<file path="src/rtl/flag_register_unit_if.sv">
// Flag-unit bus: execute-stage flag inputs, save/restore requests and committed/bypassed flag outputs.
// Flag vectors are packed {C,N,V,Z}, MSB first.
interface flag_register_unit_if #(
  parameter int FLAG_W = 4
);
  logic [FLAG_W-1:0] alu_flags;
  logic [1:0]        flag_w;
  logic              cond_ex;
  logic              stall;
  logic              flush;
  logic              save_req;
  logic              restore_req;
  logic [FLAG_W-1:0] flags;
  logic [FLAG_W-1:0] flags_fwd;
  logic              carry_in;
  logic              shadow_valid;
  logic              restore_err;

  modport master (
    output alu_flags, flag_w, cond_ex, stall, flush, save_req, restore_req,
    input  flags, flags_fwd, carry_in, shadow_valid, restore_err
  );

  modport slave (
    input  alu_flags, flag_w, cond_ex, stall, flush, save_req, restore_req,
    output flags, flags_fwd, carry_in, shadow_valid, restore_err
  );
endinterface

</file>
<file path="src/rtl/flag_register_unit.sv">
// Architectural N/Z/C/V flag register with grouped write enables, same-cycle bypass
// and a single shadow copy used for exception entry/return.
module flag_register_unit #(
  parameter int                FLAG_W      = 4,
  parameter logic [FLAG_W-1:0] RESET_FLAGS = '0
) (
  input  logic                  clk,
  input  logic                  rst_n,
  flag_register_unit_if.slave   bus
);

  localparam int C_BIT = 3;
  localparam int N_BIT = 2;
  localparam int V_BIT = 1;
  localparam int Z_BIT = 0;

  logic [FLAG_W-1:0] r_flags;
  logic [FLAG_W-1:0] r_shadow;
  logic              r_shadow_valid;
  logic              r_restore_err;

  logic              w_we;
  logic              w_save;
  logic              w_restore;
  logic              w_restore_empty;
  logic [FLAG_W-1:0] w_flags_wr;
  logic [FLAG_W-1:0] w_flags_next;

  assign w_we            = bus.cond_ex & ~bus.flush & ~bus.stall;
  assign w_save          = bus.save_req & ~bus.stall;
  assign w_restore       = bus.restore_req & r_shadow_valid & ~bus.stall;
  assign w_restore_empty = bus.restore_req & ~r_shadow_valid & ~bus.stall;

  // Normal write result, before any restore override; this is also what a save captures.
  always_comb begin
    w_flags_wr = r_flags;
    if (w_we && bus.flag_w[1]) begin
      w_flags_wr[N_BIT] = bus.alu_flags[N_BIT];
      w_flags_wr[Z_BIT] = bus.alu_flags[Z_BIT];
    end
    if (w_we && bus.flag_w[0]) begin
      w_flags_wr[C_BIT] = bus.alu_flags[C_BIT];
      w_flags_wr[V_BIT] = bus.alu_flags[V_BIT];
    end
  end

  assign w_flags_next = w_restore ? r_shadow : w_flags_wr;

  always_ff @(posedge clk or negedge rst_n) begin
    if (!rst_n) begin
      r_flags        <= RESET_FLAGS;
      r_shadow       <= '0;
      r_shadow_valid <= 1'b0;
      r_restore_err  <= 1'b0;
    end else begin
      r_flags       <= w_flags_next;
      r_restore_err <= w_restore_empty;
      // A save in the same cycle as a restore turns it into a swap, so save wins on valid.
      if (w_save) begin
        r_shadow       <= w_flags_wr;
        r_shadow_valid <= 1'b1;
      end else if (w_restore) begin
        r_shadow_valid <= 1'b0;
      end
    end
  end

  assign bus.flags        = r_flags;
  assign bus.flags_fwd    = w_flags_next;
  assign bus.carry_in     = r_flags[C_BIT];
  assign bus.shadow_valid = r_shadow_valid;
  assign bus.restore_err  = r_restore_err;

endmodule

</file>
<file path="src/flat_wrapper.sv">
// flat-port wrapper written by rule: the top's interface ports become plain ports
module flag_register_unit_flat 
#(
  parameter int                FLAG_W      = 4,
  parameter logic [FLAG_W-1:0] RESET_FLAGS = '0
)
  (clk, rst_n, bus_alu_flags, bus_flag_w, bus_cond_ex, bus_stall, bus_flush, bus_save_req, bus_restore_req, bus_flags, bus_flags_fwd, bus_carry_in, bus_shadow_valid, bus_restore_err);
  flag_register_unit_if #(.FLAG_W(FLAG_W)) bus_i ();
  input  logic clk;
  input  logic rst_n;
  input wire logic [$bits(bus_i.alu_flags)-1:0] bus_alu_flags;
  input wire logic [$bits(bus_i.flag_w)-1:0] bus_flag_w;
  input wire logic [$bits(bus_i.cond_ex)-1:0] bus_cond_ex;
  input wire logic [$bits(bus_i.stall)-1:0] bus_stall;
  input wire logic [$bits(bus_i.flush)-1:0] bus_flush;
  input wire logic [$bits(bus_i.save_req)-1:0] bus_save_req;
  input wire logic [$bits(bus_i.restore_req)-1:0] bus_restore_req;
  output wire logic [$bits(bus_i.flags)-1:0] bus_flags;
  output wire logic [$bits(bus_i.flags_fwd)-1:0] bus_flags_fwd;
  output wire logic [$bits(bus_i.carry_in)-1:0] bus_carry_in;
  output wire logic [$bits(bus_i.shadow_valid)-1:0] bus_shadow_valid;
  output wire logic [$bits(bus_i.restore_err)-1:0] bus_restore_err;
  assign bus_i.alu_flags = bus_alu_flags;
  assign bus_i.flag_w = bus_flag_w;
  assign bus_i.cond_ex = bus_cond_ex;
  assign bus_i.stall = bus_stall;
  assign bus_i.flush = bus_flush;
  assign bus_i.save_req = bus_save_req;
  assign bus_i.restore_req = bus_restore_req;
  assign bus_flags = bus_i.flags;
  assign bus_flags_fwd = bus_i.flags_fwd;
  assign bus_carry_in = bus_i.carry_in;
  assign bus_shadow_valid = bus_i.shadow_valid;
  assign bus_restore_err = bus_i.restore_err;
  flag_register_unit #(.FLAG_W(FLAG_W), .RESET_FLAGS(RESET_FLAGS)) u_core (.clk(clk), .rst_n(rst_n), .bus(bus_i));
endmodule
</file>
<file path="config.mk">
export PLATFORM = sky130hd
export DESIGN_NAME = flag_register_unit_flat
export DESIGN_NICKNAME = d
export VERILOG_FILES = /design/src/rtl/flag_register_unit_if.sv /design/src/rtl/flag_register_unit.sv /design/src/flat_wrapper.sv
export SDC_FILE = /design/constraint.sdc
export NUM_CORES = 1
export LEC_CHECK = 0
export ABC_AREA = 0
export BUFFER_PORTS_ARGS = -buffer_cell sky130_fd_sc_hd__clkbuf_2
export CAP_MARGIN = 30
export CORE_AREA = 10 10 47 49
export DETAILED_ROUTE_END_ITERATION = 7
export DIE_AREA = 0 0 57 59
export PLACE_DENSITY_LB_ADDON = 0.05
export SETUP_SLACK_MARGIN = 0.2
export SLEW_MARGIN = 20
export SYNTH_ARGS = -nofsm -noshare
export SYNTH_HDL_FRONTEND = slang
export SYNTH_SLANG_ARGS = --single-unit
</file>
<file path="constraint.sdc">
create_clock -name clk -period 2.1 [get_ports clk]
set_input_delay 0.21 -clock clk [delete_from_list [all_inputs] [get_ports clk]]
set_output_delay 0.21 -clock clk [all_outputs]
set_load 0.02 [all_outputs]
</file>
# [Yosys cells after proc, flatten, opt, wreduce, memory -nomap -nowiden]
# Index checks and enable logic that the tools add are counted.
[totals] register_bits=10 out_inout_bits=11 elab_cells=24 in_bits=13
[classes] n_reduce_logical=3 bitwise_logic=10 mux=7
[op_table] cell="$and A1 B1 Y1" count=7
[op_table] cell="$mux W1" count=6
[op_table] cell="$mux W4" count=1
[op_table] cell="$not A1 Y1" count=3
[op_table] cell="$logic_and A1 B1 Y1" count=2
[op_table] cell="$reduce_bool A2 Y1" count=1

# [Longest topological paths before layout]
# Gate-level depths: netlist of the first run.
[logic_depth] ltp_word=6 mapped_depth=4

# [Worst setup path before layout of the first run]
# OpenSTA, ideal clock, no wires.
[synth_timing] path_type="reg-to-output" startpoint="reg u_core.r_shadow_valid (netlist: u_core.bus.shadow_valid)" endpoint="out bus_flags_fwd[0]" n_path_buf=0 setup_slack_ps=762 path_stages_with_launch=3 t_arrival_ps=1128 required_ps=1890 cell_sequence="dfrtp_1 nand3b_1 a21oi_1"
[synth_between] elab_chain_cells=3
[synth_lines] element="from (decl)" line_no="flag_register_unit.sv:19" source="logic r_shadow_valid;"
[synth_lines] element="from (signal assigned)" line_no="flag_register_unit.sv:53" source="r_shadow_valid <= 1'b0;"
[synth_lines] element="from (signal assigned)" line_no="flag_register_unit.sv:61" source="r_shadow_valid <= 1'b1;"
[synth_lines] element="from (signal assigned)" line_no="flag_register_unit.sv:63" source="r_shadow_valid <= 1'b0;"
[synth_lines] element="$and A1 B1 Y1 (2 in series)" line_no="flag_register_unit.sv:31" source="assign w_restore = bus.restore_req & r_shadow_valid & ~bus.stall;"
[synth_lines] element="$mux W4" line_no="flag_register_unit.sv:47" source="assign w_flags_next = w_restore ? r_shadow : w_flags_wr;"
[synth_lines] element="to (decl)" line_no="flat_wrapper.sv:19" source="output wire logic [$bits(bus_i.flags_fwd)-1:0] bus_flags_fwd;"
# Every way passes these cells.

# [Final worst setup path of the first run]
# Same ends and word-level chain as after synthesis.

==> flow_metrics.tcl, run 1 <==
set metrics [dict create \
    fin_nets 80 \
    worst-path-buf-inv 1 \
    cts_max_level 1 \
    drc 0 \
    gr-usage-met2_pct 11.3 \
    met3_usage_pct 3.65 \
    synth_ff_type "dfrtp_1" \
    avgSynthCellArea_um2 10.9 \
    crit_chain "nand3b_1 -> nor2_1 -> a21oi_1 -> clkbuf_2" \
    cts-buffers-inserted 3 \
    synth_edf_count 0 \
    grt_use_met1_pct 8.19 \
    syn_to_final_growth_pct 35.9 \
    pwr-share-clk_pct 21.7 \
    portBuffers 23 \
    drive_gt1_share_pct 43.1 \
    layout_min_cycle_time_ns 1.62 \
    cpPeakStageDelay_ns 0.40 \
    synth_cell_types 11 \
    die_y_um 59 \
    setup_ws_ns 0.481 \
    critPathMaxFanout 8 \
    outcome "completed" \
    grt_use_total_pct 7.12 \
    drv_slew 0 \
    cp_top_family "flip-flops" \
    grt_pass1_vias 410 \
    slew_headroom_pct 77.2 \
    rsz0062_at_grt "false" \
    drv_cap 0 \
    place_congestion 0.723 \
    cpMaxStageDelayCell "dfrtp_1" \
    post-synth-top-count-cell "dfrtp_1" \
    crit_required_ns 1.89 \
    fin_util_pct 42.2 \
    p_sw_share_pct 37.2 \
    p_seq_share_pct 43.4 \
    netlist.top_cell.by_area "dfrtp_1" \
    antenna_found_initial 0 \
    switching_power_mw 0.223 \
    synth-seq-cells 10 \
    syn_area_um2 435 \
    cp.arrival_ns 1.41 \
    multi_input_area_um2 174 \
    synthTopCellsByArea "dfrtp_1 57%, mux2i_1 9.2%, and4bb_4 7.5%, nand2_1 5.2%, a21oi_1 4.6%" \
    cts_max_path_buffers 2 \
    root_buffer "clkbuf_4" \
    coreArea_um2 1400 \
    die-area_um2 3360 \
    syn_nets 53 \
    syn_inst 40 \
    firstDrtPassIters 1 \
    clk_pin_slew_ns 0.06 \
    timing.fmax_ghz 0.618 \
    p_per_area_nw_per_um2 1010 \
    antenna_cells 0 \
    avgViaCountPerCell 4.64 \
    hp-class "primary input to register" \
    synth_warnings 0 \
    dr.first_iter.drc_count 0 \
    setup_tns_ns 0 \
    cts_sinks 10 \
    die_w_um 57 \
    cts_setup_buffers 0 \
    fill_cells 156 \
    async_flop_share_pct 100 \
    combinationalPowerShare_pct 34.9 \
    place_ws_ns 0.705 \
    grt_pass1_wl_mm 1.91 \
    skew_ns 0.00202 \
    grt-ovfl-total 0 \
    synth-seq-area-share_pct 57.5 \
    synth.top_cells.by_count "10 x dfrtp_1, 6 x nand2_1, 5 x nor2_1" \
    peakVddDrop_mv 0.478 \
    critPathCaptureType "primary output" \
    fp-row-count 14 \
    seq_area_um2 250 \
    crit_type "register to primary output" \
    internal_power_mw 0.376 \
    io_pins 24 \
    ant_nets 0 \
    hold_viol_final 0 \
    cts_tree "done" \
    clk_latency_ns 0.26 \
    start_util_pct 31.1 \
    post_drt_wl_per_cell_um 14.1 \
    vias 376 \
    worst_pin_slew_ns 0.342 \
    setup_viol 0 \
    grt_busiest_layer "met2" \
    grt_max_degree 11 \
    p_leak_nw 0.297 \
    dp_hpwl_um 908 \
    routed_wl_mm 1.14 \
    synth_top_cell_area_share_pct 57.5 \
    finalCritPeriodShare_pct 77.1 \
    crit_path_start_kind "register" \
]
## repair_timing
action	CTS	global route
hold endpoints to repair	10	0
resized for setup	0	0
endpoints found under the setup margin	0	0
hold buffers	1	0
## worst min-delay path, stage by stage
cell,delay (ns)
clkbuf_2,0.09
nand2b_1,0.09
nor2_1,0.04
## routing by layer
metal,share of wire (%),vias up
met3,10,2
met1,46,169
li1,-,188
met5,0,-
met4,0.79,0
met2,43,17
## path summary, 6_finish.rpt
| kind | from | slack, ns | cells after the start | end |
|---|---|---|---|---|
| max | u_core.bus.shadow_valid | 0.48 | 4 | bus_flags_fwd[0] |
| max reg2reg | u_core.bus.shadow_valid | 1.07 | 3 | u_core.bus.flags[0] |
| max in group asynchronous | rst_n | 1.55 | 2 | u_core.bus.flags[0] |
| min | bus_restore_req | 0.21 | 3 | u_core.bus.restore_err |
| min in group asynchronous | rst_n | 0.34 | 2 | u_core.r_shadow[0] |
| min reg2reg | u_core.bus.shadow_valid | 0.47 | 1 | u_core.bus.restore_err |
## metrics by stage
| stage | hold slack (ns) | std cells | instance area [µm²] | total power, mW |
|---|---|---|---|---|
| global route | 0.200 | 81 | 592 | 0.645 |
| finish | 0.207 | 81 | 592 | 0.599 |
| floorplan | -0.0856 | 40 | 435 | 0.399 |
| detailed placement | 0.0956 | 77 | 559 | 0.477 |
| CTS | 0.202 | 81 | 592 | 0.611 |
| global placement | 0.0982 | 77 | 559 | 0.478 |
## power by group through the flow
stage	registers [mW]	clock network [mW]	logic, mW
2_1_floorplan	0.294	0	0.105
3_3_place_gp	0.264	0	0.213
3_5_place_dp	0.263	0	0.214
4_1_cts	0.260	0.135	0.216
5_1_grt	0.267	0.144	0.233
6_report	0.260	0.130	0.209
## kinds of logic after synthesis
group / Yosys count / share of synthesized area (%)
mux: 4 / 9.20
simple gates: 16 / 21.6
flops: 10 / 57.5
buf+inv: 2 / 2.59
compound gates: 8 / 9.20
## registers in the layout (all words and copies together), names as in the netlist
register and count:
u_core.r_shadow 4, u_core.bus.shadow_valid 1, u_core.bus.flags 4, u_core.bus.restore_err 1
## layout make-up
type	count	share of cell area [%]
Multi-Input combinational cell	28	29.4
Tap cell	16	3.38
Timing Repair Buffer	24	21.1
Clock buffer	3	3.81
Sequential cell	10	42.3
## layout by cell type, fill, tap and decap left out
cell | synthesis | final
clkbuf_2 | 0 | 23
dfrtp_1 | 10 | 10
nand2_1 | 6 | 6
nor2_1 | 5 | 5
mux2i_1 | 4 | 4
a21oi_1 | 4 | 4
o21ai_1 | 4 | 4
clkbuf_4 | 0 | 3
and4bb_4 | 2 | 2
nand2b_1 | 2 | 2
nand3b_1 | 1 | 1
dlygate4sd3_1 | 0 | 1
No activity file was read; power rests on OpenSTA's default activity.
==> inputs of run 2 (changes only) <==
--- a/config.mk
+++ b/config.mk
@@ -5,7 +5,7 @@
 export SDC_FILE = /design/constraint.sdc
 export NUM_CORES = 1
 export LEC_CHECK = 0
-export ABC_AREA = 0
+export ABC_AREA = 1
 export BUFFER_PORTS_ARGS = -buffer_cell sky130_fd_sc_hd__clkbuf_2
 export CAP_MARGIN = 30
 export CORE_AREA = 10 10 47 49
==> constraint.sdc (replaced) <==
create_clock -name clk -period 1.55 [get_ports clk]
set_input_delay 0.155 -clock clk [delete_from_list [all_inputs] [get_ports clk]]
set_output_delay 0.155 -clock clk [all_outputs]
set_load 0.02 [all_outputs]
==> run 2 against run 1 <==
Against the previous run: clock skew is 0.0022 ns higher; cell area is 37% higher; critical endpoint is now bus_flags_fwd[1]; critical path depth is 2 higher; non-clock buffer count is 8 higher; count of clock-buffer cells in the layout is 1 higher; synthesized area is 15% higher; critical path type unchanged; via count is 35% higher; register-to-register slack worse by 0.62 ns.
==> flow_metrics.tcl, run 2 <==
set metrics [dict create \
    clk_pin_slew_ns 0.07 \
    die_y_um 59 \
    dp_hpwl_mm 1.05 \
    rsz0062_at_grt "true" \
    syn_nets 77 \
    avgSynthCellArea_um2 7.82 \
    internal_power_mw 0.703 \
    drv_slew 0 \
    vias 507 \
    die_w_um 57 \
    die-area_um2 3360 \
    grt-ovfl-total 0 \
    crit_required_ns 1.39 \
    coreArea_um2 1400 \
    fill_cells 137 \
    crit_end "bus_flags_fwd[1]" \
    cpMaxStageDelayCell "dfrtp_1" \
    switching_power_mw 0.389 \
    clk_latency_ns 0.26 \
    grt_pass1_wl_mm 2.18 \
    cts_max_level 1 \
    cts_sinks 10 \
    post_drt_wl_per_cell_um 11.5 \
    synth_top_cell_area_share_pct 50.0 \
    syn_area_um2 500 \
    peakVddDrop_mv 0.640 \
    p_seq_share_pct 33.3 \
    crit_chain "clkinv_2 -> nor2_4 -> inv_4 -> nand3_2 -> nand2_2 -> buf_8" \
    portBuffers 23 \
    antenna_cells 0 \
    avgViaCountPerCell 4.41 \
    critPathCaptureType "primary output" \
    synth-seq-area-share_pct 50.0 \
    post-synth-top-count-cell "nand2_1" \
    grt_pass1_vias 506 \
    combinationalPowerShare_pct 45.9 \
    synth.top_cells.by_count "20 x nand2_1, 10 x dfrtp_1, 10 x nand3_1, 6 x inv_1, 6 x inv_2" \
    cts_tree "done" \
    syn_inst 64 \
    dr.first_iter.drc_count 7 \
    drc 0 \
    start_util_pct 35.7 \
    fin_nets 113 \
    power_mw 1.09 \
    root_buffer "clkbuf_4" \
    io_pins 24 \
    pwr-share-clk_pct 20.8 \
    reg2reg_from "u_core.bus.shadow_valid" \
    routed_wl_mm 1.32 \
    cts_max_path_buffers 2 \
    crit_path_start "u_core.bus.shadow_valid" \
    whs_ns 0.150 \
    hp-class "primary input to register" \
    r2r_cells 6 \
    grt_use_total_pct 8.14 \
    place_congestion 0.815 \
    ant_nets 0 \
    layout_min_cycle_time_ns 1.41 \
    setup_tns_ns 0 \
    fp-row-count 14 \
    cts-buffers-inserted 3 \
    drive_gt1_share_pct 54.5 \
    synth_edf_count 0 \
    r2r_slack_ns 0.45 \
    syn_to_final_growth_pct 61.5 \
    synth_cell_types 13 \
    finalCritPeriodShare_pct 91.1 \
    min_path_cells 3 \
    synth-seq-cells 10 \
    p_leak_nw 0.463 \
    critPathMaxFanout 6 \
    p_per_area_nw_per_um2 1350 \
    p_sw_share_pct 35.7 \
    synth_ff_type "dfrtp_1" \
    synth_warnings 0 \
    crit_path_start_kind "register" \
    timing.fmax_ghz 0.708 \
    worst_pin_slew_ns 0.245 \
    crit_type "register to primary output" \
    final_cell_mix "19 x clkbuf_2, 16 x nand2_1, 10 x dfrtp_1" \
    outcome "completed" \
    cpPeakStageDelay_ns 0.38 \
    antenna_found_initial 0 \
    rr_endpoint "u_core.bus.flags[1]" \
    setup_viol 0 \
    final_common_cell "clkbuf_2" \
    cp.arrival_ns 1.26 \
    async_flop_share_pct 100 \
    drv_cap 0 \
    synthTopCellsByArea "dfrtp_1 50%, nand2_1 15%, nand3_1 10%, nand4_1 5.0%, inv_1 4.5%" \
    netlist.top_cell.by_area "dfrtp_1" \
    hold_viol_final 0 \
    grt_max_degree 11 \
    slew_headroom_pct 83.7 \
    fin_util_pct 57.7 \
    firstDrtPassIters 3 \
    skew_ns 0.00418 \
]
[run 2: power groups by stage]
stage	combinational (mW)	sequential (mW)	clock, mW
after global placement	0.339	0.368	0
after global routing	0.546	0.373	0.247
after detailed placement	0.339	0.368	0
final	0.501	0.364	0.228
after CTS	0.440	0.363	0.238
after floorplan	0.176	0.411	0
[run 2: worst max-delay path, delay by kind of cell, from the launching register on]
kind / cells / cell delay, ns
flip-flops: 1 / 0.38
AND/OR/NAND/NOR: 3 / 0.34
buffers and inverters: 3 / 0.29
[run 2: timing repair]
item | in CTS | in global routing
resized for setup | 17 | 5
hold endpoints to repair | 10 | 0
buffers inserted | 3 | 5
endpoints found under the setup margin | 4 | 4
pin swaps | 8 | 5
hold buffers | 1 | 0
[run 2: worst min path at each step]
stage / slack (ns) / end / from
final: 0.15 / u_core.bus.restore_err / bus_restore_req
after global routing: 0.15 / u_core.bus.restore_err / bus_restore_req
after CTS: 0.14 / u_core.bus.restore_err / bus_restore_req
after detailed placement: 0.03 / u_core.bus.restore_err / rst_n
after global placement: 0.03 / u_core.bus.restore_err / rst_n
after floorplan: -0.14 / u_core.bus.flags[0] / rst_n
[run 2: final cells by class]
type                    count  area, µm²  area share [%]
multi-input cells          40        224            27.7
repair buffers             32        225            27.9
flip-flops and latches     10        250            31.0
well taps                  16       20.0            2.48
inverters                  13       52.6            6.50
clock buffers               4       36.3            4.49
[run 2: layer usage]
layer,vias up,track usage [%],wire [µm]
met5,-,0,0
met4,0,5.03,13
met3,2,3.00,107
met2,13,12.4,615
met1,219,9.47,587
li1,273,-,-
[run 2: through the flow]
step           cell area [µm²]  std cells  setup WS, ns
2_1_floorplan              500         64         0.318
3_3_place_gp               628        102         0.380
3_5_place_dp               628        102         0.349
4_1_cts                    763        110         0.165
5_1_grt                    808        115        0.0601
6_report                   808        115         0.137
[run 2: logic make-up after synthesis]
kind of cell | share of synthesized area (%)
AOI/OAI and AO/OA | 0.999
buffers and inverters | 11.2
DFF | 50.0
and+or+nand+nor | 37.7
